--- src/rtl/axis_bist_gen.sv ---
// axis_bist_gen: AXI4-Stream BIST packet generator.
// Emits NUM_PKTS packets of PKT_LEN beats from a deterministic pattern,
// with GAP_CYCLES idle cycles between packets, and reports BUSY/DONE and
// a saturating accepted-beat count.
// Optional macro BIST_LFSR_EN: replaces the incrementing-counter pattern
// with a 16-bit Fibonacci LFSR (x^16+x^14+x^13+x^11+1); requires a 16-bit
// data width.
//
// state | meaning
// ------+---------------------------------------------------------------
// IDLE  | no run in progress, TVALID low, waiting for START
// SEND  | TVALID high, presenting beats of the current packet
// GAP   | TVALID low between packets, gap down-counter running
module axis_bist_gen #(
  parameter int C_M_AXIS_TDATA_WIDTH = 16,
  parameter int PKT_LEN              = 32,
  parameter int NUM_PKTS             = 4,
  parameter int GAP_CYCLES           = 2
) (
  input  logic                            S_AXIS_ACLK,
  input  logic                            S_AXIS_ARESETN,
  input  logic                            START,
  input  logic                            STOP,
  input  logic [C_M_AXIS_TDATA_WIDTH-1:0] SEED,
  input  logic                            M_AXIS_TREADY,
  output logic                            M_AXIS_TVALID,
  output logic [C_M_AXIS_TDATA_WIDTH-1:0] M_AXIS_TDATA,
  output logic                            M_AXIS_TLAST,
  output logic                            BUSY,
  output logic                            DONE,
  output logic [31:0]                     BEAT_COUNT
);

  localparam int DW = C_M_AXIS_TDATA_WIDTH;
  localparam int BW = (PKT_LEN > 1) ? $clog2(PKT_LEN) : 1;
  localparam int PW = (NUM_PKTS > 1) ? $clog2(NUM_PKTS) : 1;
  localparam int GW = (GAP_CYCLES > 1) ? $clog2(GAP_CYCLES) : 1;

  localparam logic [BW-1:0] BEAT_LAST = BW'(PKT_LEN - 1);
  localparam logic [PW-1:0] PKT_FINAL = PW'(NUM_PKTS - 1);
  localparam logic [GW-1:0] GAP_LOAD  = GW'((GAP_CYCLES > 0) ? GAP_CYCLES - 1 : 0);
  localparam logic          LAST_ON_FIRST = (PKT_LEN == 1);

  if (PKT_LEN < 1 || NUM_PKTS < 1) begin : g_param_chk
    $error("axis_bist_gen: PKT_LEN and NUM_PKTS must both be >= 1");
  end

`ifdef BIST_LFSR_EN
  if (DW != 16) begin : g_lfsr_width_chk
    $error("axis_bist_gen: BIST_LFSR_EN requires C_M_AXIS_TDATA_WIDTH == 16");
  end

  // Fibonacci LFSR, shift left, taps 16/14/13/11 fed back into bit 0.
  function automatic logic [DW-1:0] pat_next(input logic [DW-1:0] cur);
    return {cur[DW-2:0], cur[15] ^ cur[13] ^ cur[12] ^ cur[10]};
  endfunction

  // The all-zero state would lock the LFSR, so substitute 1.
  function automatic logic [DW-1:0] pat_seed(input logic [DW-1:0] s);
    return (s == '0) ? DW'(1) : s;
  endfunction
`else
  function automatic logic [DW-1:0] pat_next(input logic [DW-1:0] cur);
    return cur + DW'(1);
  endfunction

  function automatic logic [DW-1:0] pat_seed(input logic [DW-1:0] s);
    return s;
  endfunction
`endif

  typedef enum logic [1:0] {S_IDLE, S_SEND, S_GAP} state_t;

  state_t          state_q,  state_d;
  logic            tvalid_q, tvalid_d;
  logic            tlast_q,  tlast_d;
  logic [DW-1:0]   tdata_q,  tdata_d;
  logic            busy_q,   busy_d;
  logic            done_q,   done_d;
  logic [31:0]     bc_q,     bc_d;
  logic [BW-1:0]   beat_q,   beat_d;
  logic [PW-1:0]   pkt_q,    pkt_d;
  logic [GW-1:0]   gap_q,    gap_d;
  logic            stop_q,   stop_d;

  logic hs;
  logic stop_eff;

  assign hs       = tvalid_q & M_AXIS_TREADY;
  // A STOP seen in the same cycle as the deciding edge counts immediately.
  assign stop_eff = stop_q | STOP;

  // Next-state and next-output computation for the whole controller.
  always_comb begin
    state_d  = state_q;
    tvalid_d = tvalid_q;
    tlast_d  = tlast_q;
    tdata_d  = tdata_q;
    busy_d   = busy_q;
    done_d   = 1'b0;
    bc_d     = bc_q;
    beat_d   = beat_q;
    pkt_d    = pkt_q;
    gap_d    = gap_q;
    stop_d   = stop_q;

    case (state_q)
      S_IDLE: begin
        if (START) begin
          tdata_d  = pat_seed(SEED);
          beat_d   = '0;
          pkt_d    = '0;
          bc_d     = '0;
          stop_d   = STOP;
          busy_d   = 1'b1;
          tvalid_d = 1'b1;
          tlast_d  = LAST_ON_FIRST;
          state_d  = S_SEND;
        end
      end

      S_SEND: begin
        stop_d = stop_eff;
        if (hs) begin
          // tdata_q doubles as the pattern register, so it holds the next
          // value through a gap and the sequence stays continuous.
          tdata_d = pat_next(tdata_q);
          if (bc_q != '1) begin
            bc_d = bc_q + 32'd1;
          end
          if (tlast_q) begin
            beat_d = '0;
            pkt_d  = pkt_q + PW'(1);
            if (pkt_q == PKT_FINAL || stop_eff) begin
              state_d  = S_IDLE;
              tvalid_d = 1'b0;
              tlast_d  = 1'b0;
              busy_d   = 1'b0;
              done_d   = 1'b1;
            end else if (GAP_CYCLES == 0) begin
              tlast_d = LAST_ON_FIRST;
            end else begin
              state_d  = S_GAP;
              tvalid_d = 1'b0;
              tlast_d  = 1'b0;
              gap_d    = GAP_LOAD;
            end
          end else begin
            beat_d  = beat_q + BW'(1);
            tlast_d = ((beat_q + BW'(1)) == BEAT_LAST);
          end
        end
      end

      S_GAP: begin
        stop_d = stop_eff;
        if (stop_eff) begin
          state_d = S_IDLE;
          busy_d  = 1'b0;
          done_d  = 1'b1;
        end else if (gap_q == '0) begin
          state_d  = S_SEND;
          tvalid_d = 1'b1;
          tlast_d  = LAST_ON_FIRST;
        end else begin
          gap_d = gap_q - GW'(1);
        end
      end

      default: begin
        state_d  = S_IDLE;
        tvalid_d = 1'b0;
        tlast_d  = 1'b0;
        busy_d   = 1'b0;
      end
    endcase
  end

  // State and registered outputs; reset clears everything immediately.
  always_ff @(posedge S_AXIS_ACLK or negedge S_AXIS_ARESETN) begin
    if (!S_AXIS_ARESETN) begin
      state_q  <= S_IDLE;
      tvalid_q <= 1'b0;
      tlast_q  <= 1'b0;
      tdata_q  <= '0;
      busy_q   <= 1'b0;
      done_q   <= 1'b0;
      bc_q     <= '0;
      beat_q   <= '0;
      pkt_q    <= '0;
      gap_q    <= '0;
      stop_q   <= 1'b0;
    end else begin
      state_q  <= state_d;
      tvalid_q <= tvalid_d;
      tlast_q  <= tlast_d;
      tdata_q  <= tdata_d;
      busy_q   <= busy_d;
      done_q   <= done_d;
      bc_q     <= bc_d;
      beat_q   <= beat_d;
      pkt_q    <= pkt_d;
      gap_q    <= gap_d;
      stop_q   <= stop_d;
    end
  end

  assign M_AXIS_TVALID = tvalid_q;
  assign M_AXIS_TDATA  = tdata_q;
  assign M_AXIS_TLAST  = tlast_q;
  assign BUSY          = busy_q;
  assign DONE          = done_q;
  assign BEAT_COUNT    = bc_q;

endmodule

--- config.mk ---
export PLATFORM = sky130hd
export DESIGN_NAME = axis_bist_gen
export DESIGN_NICKNAME = d
export VERILOG_FILES = /design/src/rtl/axis_bist_gen.sv
export SDC_FILE = /design/constraint.sdc
export NUM_CORES = 1
export LEC_CHECK = 0
export ABC_AREA = 0
export CORE_UTILIZATION = 51
export CTS_BUF_LIST = sky130_fd_sc_hd__clkbuf_16
export DETAILED_ROUTE_END_ITERATION = 10
export PLACE_DENSITY_LB_ADDON = 0.3
export SETUP_SLACK_MARGIN = 0.2
export SYNTH_ARGS = -nofsm -noshare
export SYNTH_HDL_FRONTEND = slang
export SYNTH_SLANG_ARGS = --single-unit
--- constraint.sdc ---
create_clock -name S_AXIS_ACLK -period 2.9 [get_ports S_AXIS_ACLK]
set_input_delay 0.725 -clock S_AXIS_ACLK [delete_from_list [all_inputs] [get_ports S_AXIS_ACLK]]
set_output_delay 0.725 -clock S_AXIS_ACLK [all_outputs]
set_load 0.02 [all_outputs]
==> flow_metrics.env <==
export IMPL_postSynthRegisterBits=63
export IMPL_placement_io_buffers=72
export IMPL_cts_max_path_buffers=2
export IMPL_finalCritPeriodShare=0.870
export IMPL_final_hold_viol_count=0
export IMPL_reg2regPathDepth=9
export IMPL_die_h_um=87
export IMPL_worst_slew_pin_transition_ns=0.843
export IMPL_timing_critical_path_cells="clkdlybuf4s50_1 > a21boi_0 > nor3_2 > o31ai_4 > or4_1 > nand3_1"
export IMPL_postSynth_asyncResetShare=1.00
export IMPL_synthMuxAreaShare=0.0363
export IMPL_drive_gt1_frac=0.0879
export IMPL_worst_path_dominant_cell_family="simple AND/OR/NAND/NOR gates"
export IMPL_clockRootBuffer="clkbuf_16"
export IMPL_synth_simple_area_share=0.268
export IMPL_ys_types=51
export IMPL_number_of_synthesized_flops_with_an_enable_pin=0
export IMPL_gp_congestion=0.917
export IMPL_global_route_overflow_total=0
export IMPL_gr_max_usage_layer="met2"
export IMPL_min_delay_path_class="input port to async pin"
export IMPL_first_global_vias=3448
export IMPL_synthesis_area_sq_um=3680
export IMPL_gr_usage_all_layers=0.272
export IMPL_post_synth_cell_area_avg_sq_um=8.65
export IMPL_grt_start_max_net_pins=37
export IMPL_setup_tns_final_ns=0
export IMPL_timing_critical_path_arrival_ns=2.78
export IMPL_vias=3781
export IMPL_yosysWarningCount=0
export IMPL_htree_levels=3
export IMPL_power_ir_vdd_worst_uv=699
export IMPL_rsz_0062_raised_after_global_routing="false"
export IMPL_grt_first_pass_wirelength_mm=16.1
export IMPL_crit_fanout=11
export IMPL_timing_setup_critical_path_class="input port to register"
export IMPL_grt_use_met3=0.0502
export IMPL_chipWidth_um=87
export IMPL_setup_slack_ns=0.377
export IMPL_cts_hold_repair_buffers=0
export IMPL_global_route_usage_met2=0.444
export IMPL_firstDrtPassIters=6
export IMPL_xor_and_xnor_fraction_of_the_mapped_netlist_area=0.00713
export IMPL_synth_top_family_by_area="simple AND/OR/NAND/NOR gates"
export IMPL_timing_critical_path_from_type="input port"
export IMPL_fp_coreArea_sq_um=6870
export IMPL_design_portCount=73
export IMPL_critical_path_cell_count=6
export IMPL_setup_viol=0
export IMPL_clock_latency_ns=0.32
export IMPL_result_of_the_run="finished clean"
export IMPL_grt_met1_usage=0.361
export IMPL_clock_sinks=63
export IMPL_cp_num_buf_inv=1
export IMPL_synthToLayoutAreaGrowth_pct=32.0
export IMPL_setup_worst_path_end_class="register"
export IMPL_max_slew_violation_count=0
export IMPL_maxCapViolCount=0
export IMPL_post_synth_fa_ha_maj_area_fraction=0.0306
export IMPL_crit_path_top_delay_cell="or4_1"
export IMPL_ys_flop_type="dfrtp_1"
export IMPL_final_core_utilization=0.708
export IMPL_detail_route_drc_violations=0
export IMPL_finalNetCount=538
export IMPL_num_antenna_cells=0
export IMPL_p_per_area_nw_per_um2=1150
export IMPL_detail_route_wirelength_mm=9.91
export IMPL_cts_made_buffers=9
export IMPL_crit_path_time_final_ns=2.52
export IMPL_wl_per_cell_um=16.3
export IMPL_drt_antenna_violating_nets=0
export IMPL_ys_seq_area_frac=0.428
export IMPL_drt_iter0_markers=414
export IMPL_required_ns=3.16
export IMPL_crit_path_max_incr_delay_ns=0.52
export IMPL_post_detailed_route_via_to_cell_ratio=6.22
export IMPL_post_cts_resize_count=0
export IMPL_num_rows=30
export IMPL_initial_antenna_violation_count=0
export IMPL_design_area_sq_um=4860
export IMPL_fp_dieArea_sq_um=7570
export IMPL_placement_cell_area_sq_um=4600
export IMPL_synth_compound_area_frac=0.195
export IMPL_hpwlAfterDp_mm=6.79
export IMPL_cts_tree="built"
export IMPL_initial_core_util=0.536
export IMPL_max_slew_headroom=0.435
export IMPL_power_static_leakage_nw=1.98
export IMPL_finalClockSkew_ns=0.00373
export IMPL_cts_clk_slew_worst_paths_ns=0.05
export IMPL_maxClockFrequency_mhz=396
export IMPL_cts_post_setup_buffers_inserted=0
export IMPL_syn_num_nets=456
export IMPL_cell_count_after_synthesis=426
export IMPL_dpl_worst_slack_ns=0.143
[path summary, 6_finish.rpt]
check                                   endpoint  slack, ns      startpoint
worst max-delay path              BEAT_COUNT[26]       0.38   M_AXIS_TREADY
worst min-delay path            M_AXIS_TDATA[14]       0.44  S_AXIS_ARESETN
worst max register to register  M_AXIS_TDATA[11]       0.41      state_q[1]
worst min register to register            stop_q       0.50          stop_q
max in group asynchronous              beat_q[3]       1.83  S_AXIS_ARESETN
min in group S_AXIS_ACLK                  stop_q       0.50          stop_q
[stage by stage]
stage / cells / power [W] / hold slack [ns]
2_1_floorplan: 426 / 0.00342 / 0.429
3_3_place_gp: 592 / 0.00452 / 0.474
3_5_place_dp: 592 / 0.00462 / 0.488
4_1_cts: 607 / 0.00555 / 0.451
5_1_grt: 608 / 0.00597 / 0.495
6_report: 608 / 0.00560 / 0.438
[registers in the layout (all words and copies together) (netlist names)]
name	count
BUSY	1
M_AXIS_TVALID	1
M_AXIS_TLAST	1
stop_q	1
BEAT_COUNT	32
state_q	2
pkt_q	2
M_AXIS_TDATA	16
DONE	1
gap_q	1
beat_q	5
[cell type report]
| type | instances | area [sq um] |
|---|---|---|
| Multi-Input combinational cell | 332 | 2010 |
| Fill cell | 520 | 2010 |
| Sequential cell | 63 | 1580 |
| Timing Repair Buffer | 90 | 863 |
| Clock buffer | 9 | 225 |
| Tap cell | 96 | 120 |
| Inverter | 12 | 45.0 |
| Clock inverter | 6 | 22.5 |
[layout by cell type, fill, tap and decap left out, drive strengths merged, types with 3 or more instances in the layout]
master,synthesis,layout
nor2,31,31
dfrtp,63,63
clkinv,0,3
a21oi,15,15
nor4,5,5
o21ai,38,38
or4,11,11
mux2i,10,10
o22ai,8,8
nand4,13,13
buf,6,19
o211ai,7,7
nand2,61,61
or2,3,3
a41oi,4,4
a31oi,7,7
ha,9,9
o31ai,5,6
mux2,3,3
clkdlybuf4s50,0,71
clkbuf,14,9
nand2b,3,3
and3,8,8
or3,9,9
nand3,33,33
nor3,13,13
inv,12,15
o221a,4,4
a22o,7,7
[per-layer routing]
layer  wire length, um  vias to the layer above
li1                  -                     1758
met3               643                       22
met2              4790                      161
met1              4290                     1840
met4               179                        0
met5                 0                        -
[cells in the mapped netlist, drive strengths merged, types with 3 or more instances]
master / count / area, sq um
mux2: 3 / 33.8
mux2i: 10 / 100
o22ai: 8 / 50.1
ha: 9 / 113
nand2: 61 / 229
nor2: 31 / 116
or2: 3 / 18.8
and3: 8 / 50.1
o211ai: 7 / 52.6
nand4: 13 / 81.3
nor4: 5 / 37.5
o221a: 4 / 45.0
a21oi: 15 / 75.1
clkbuf: 14 / 52.6
a22o: 7 / 61.3
dfrtp: 63 / 1580
a41oi: 4 / 35.0
o21ai: 38 / 190
or3: 9 / 56.3
a31oi: 7 / 43.8
nor3: 13 / 65.1
o31ai: 5 / 42.5
nand3: 33 / 183
nand2b: 3 / 18.8
or4: 11 / 82.6
inv: 12 / 45.0
buf: 6 / 31.3
[cells by family (layout without fill, tap and decap cells)]
group                      after synthesis  after routing
adders and majority gates                9              9
and+or+nand+nor                        196            196
DFF                                     63             63
xor gates and xnor gates                 3              3
AOI/OAI and AO/OA                      110            111
muxes                                   13             13
buffers and inverters                   32            117
[where the power goes]
part	internal, W	switching [W]	leakage (nW)	total, W
Clock	0.000553	0.000349	0.132	0.000902
Sequential	0.00120	0.000443	0.805	0.00165
Combinational	0.00128	0.00177	1.04	0.00305
Power figures use the tool's default switching activity.
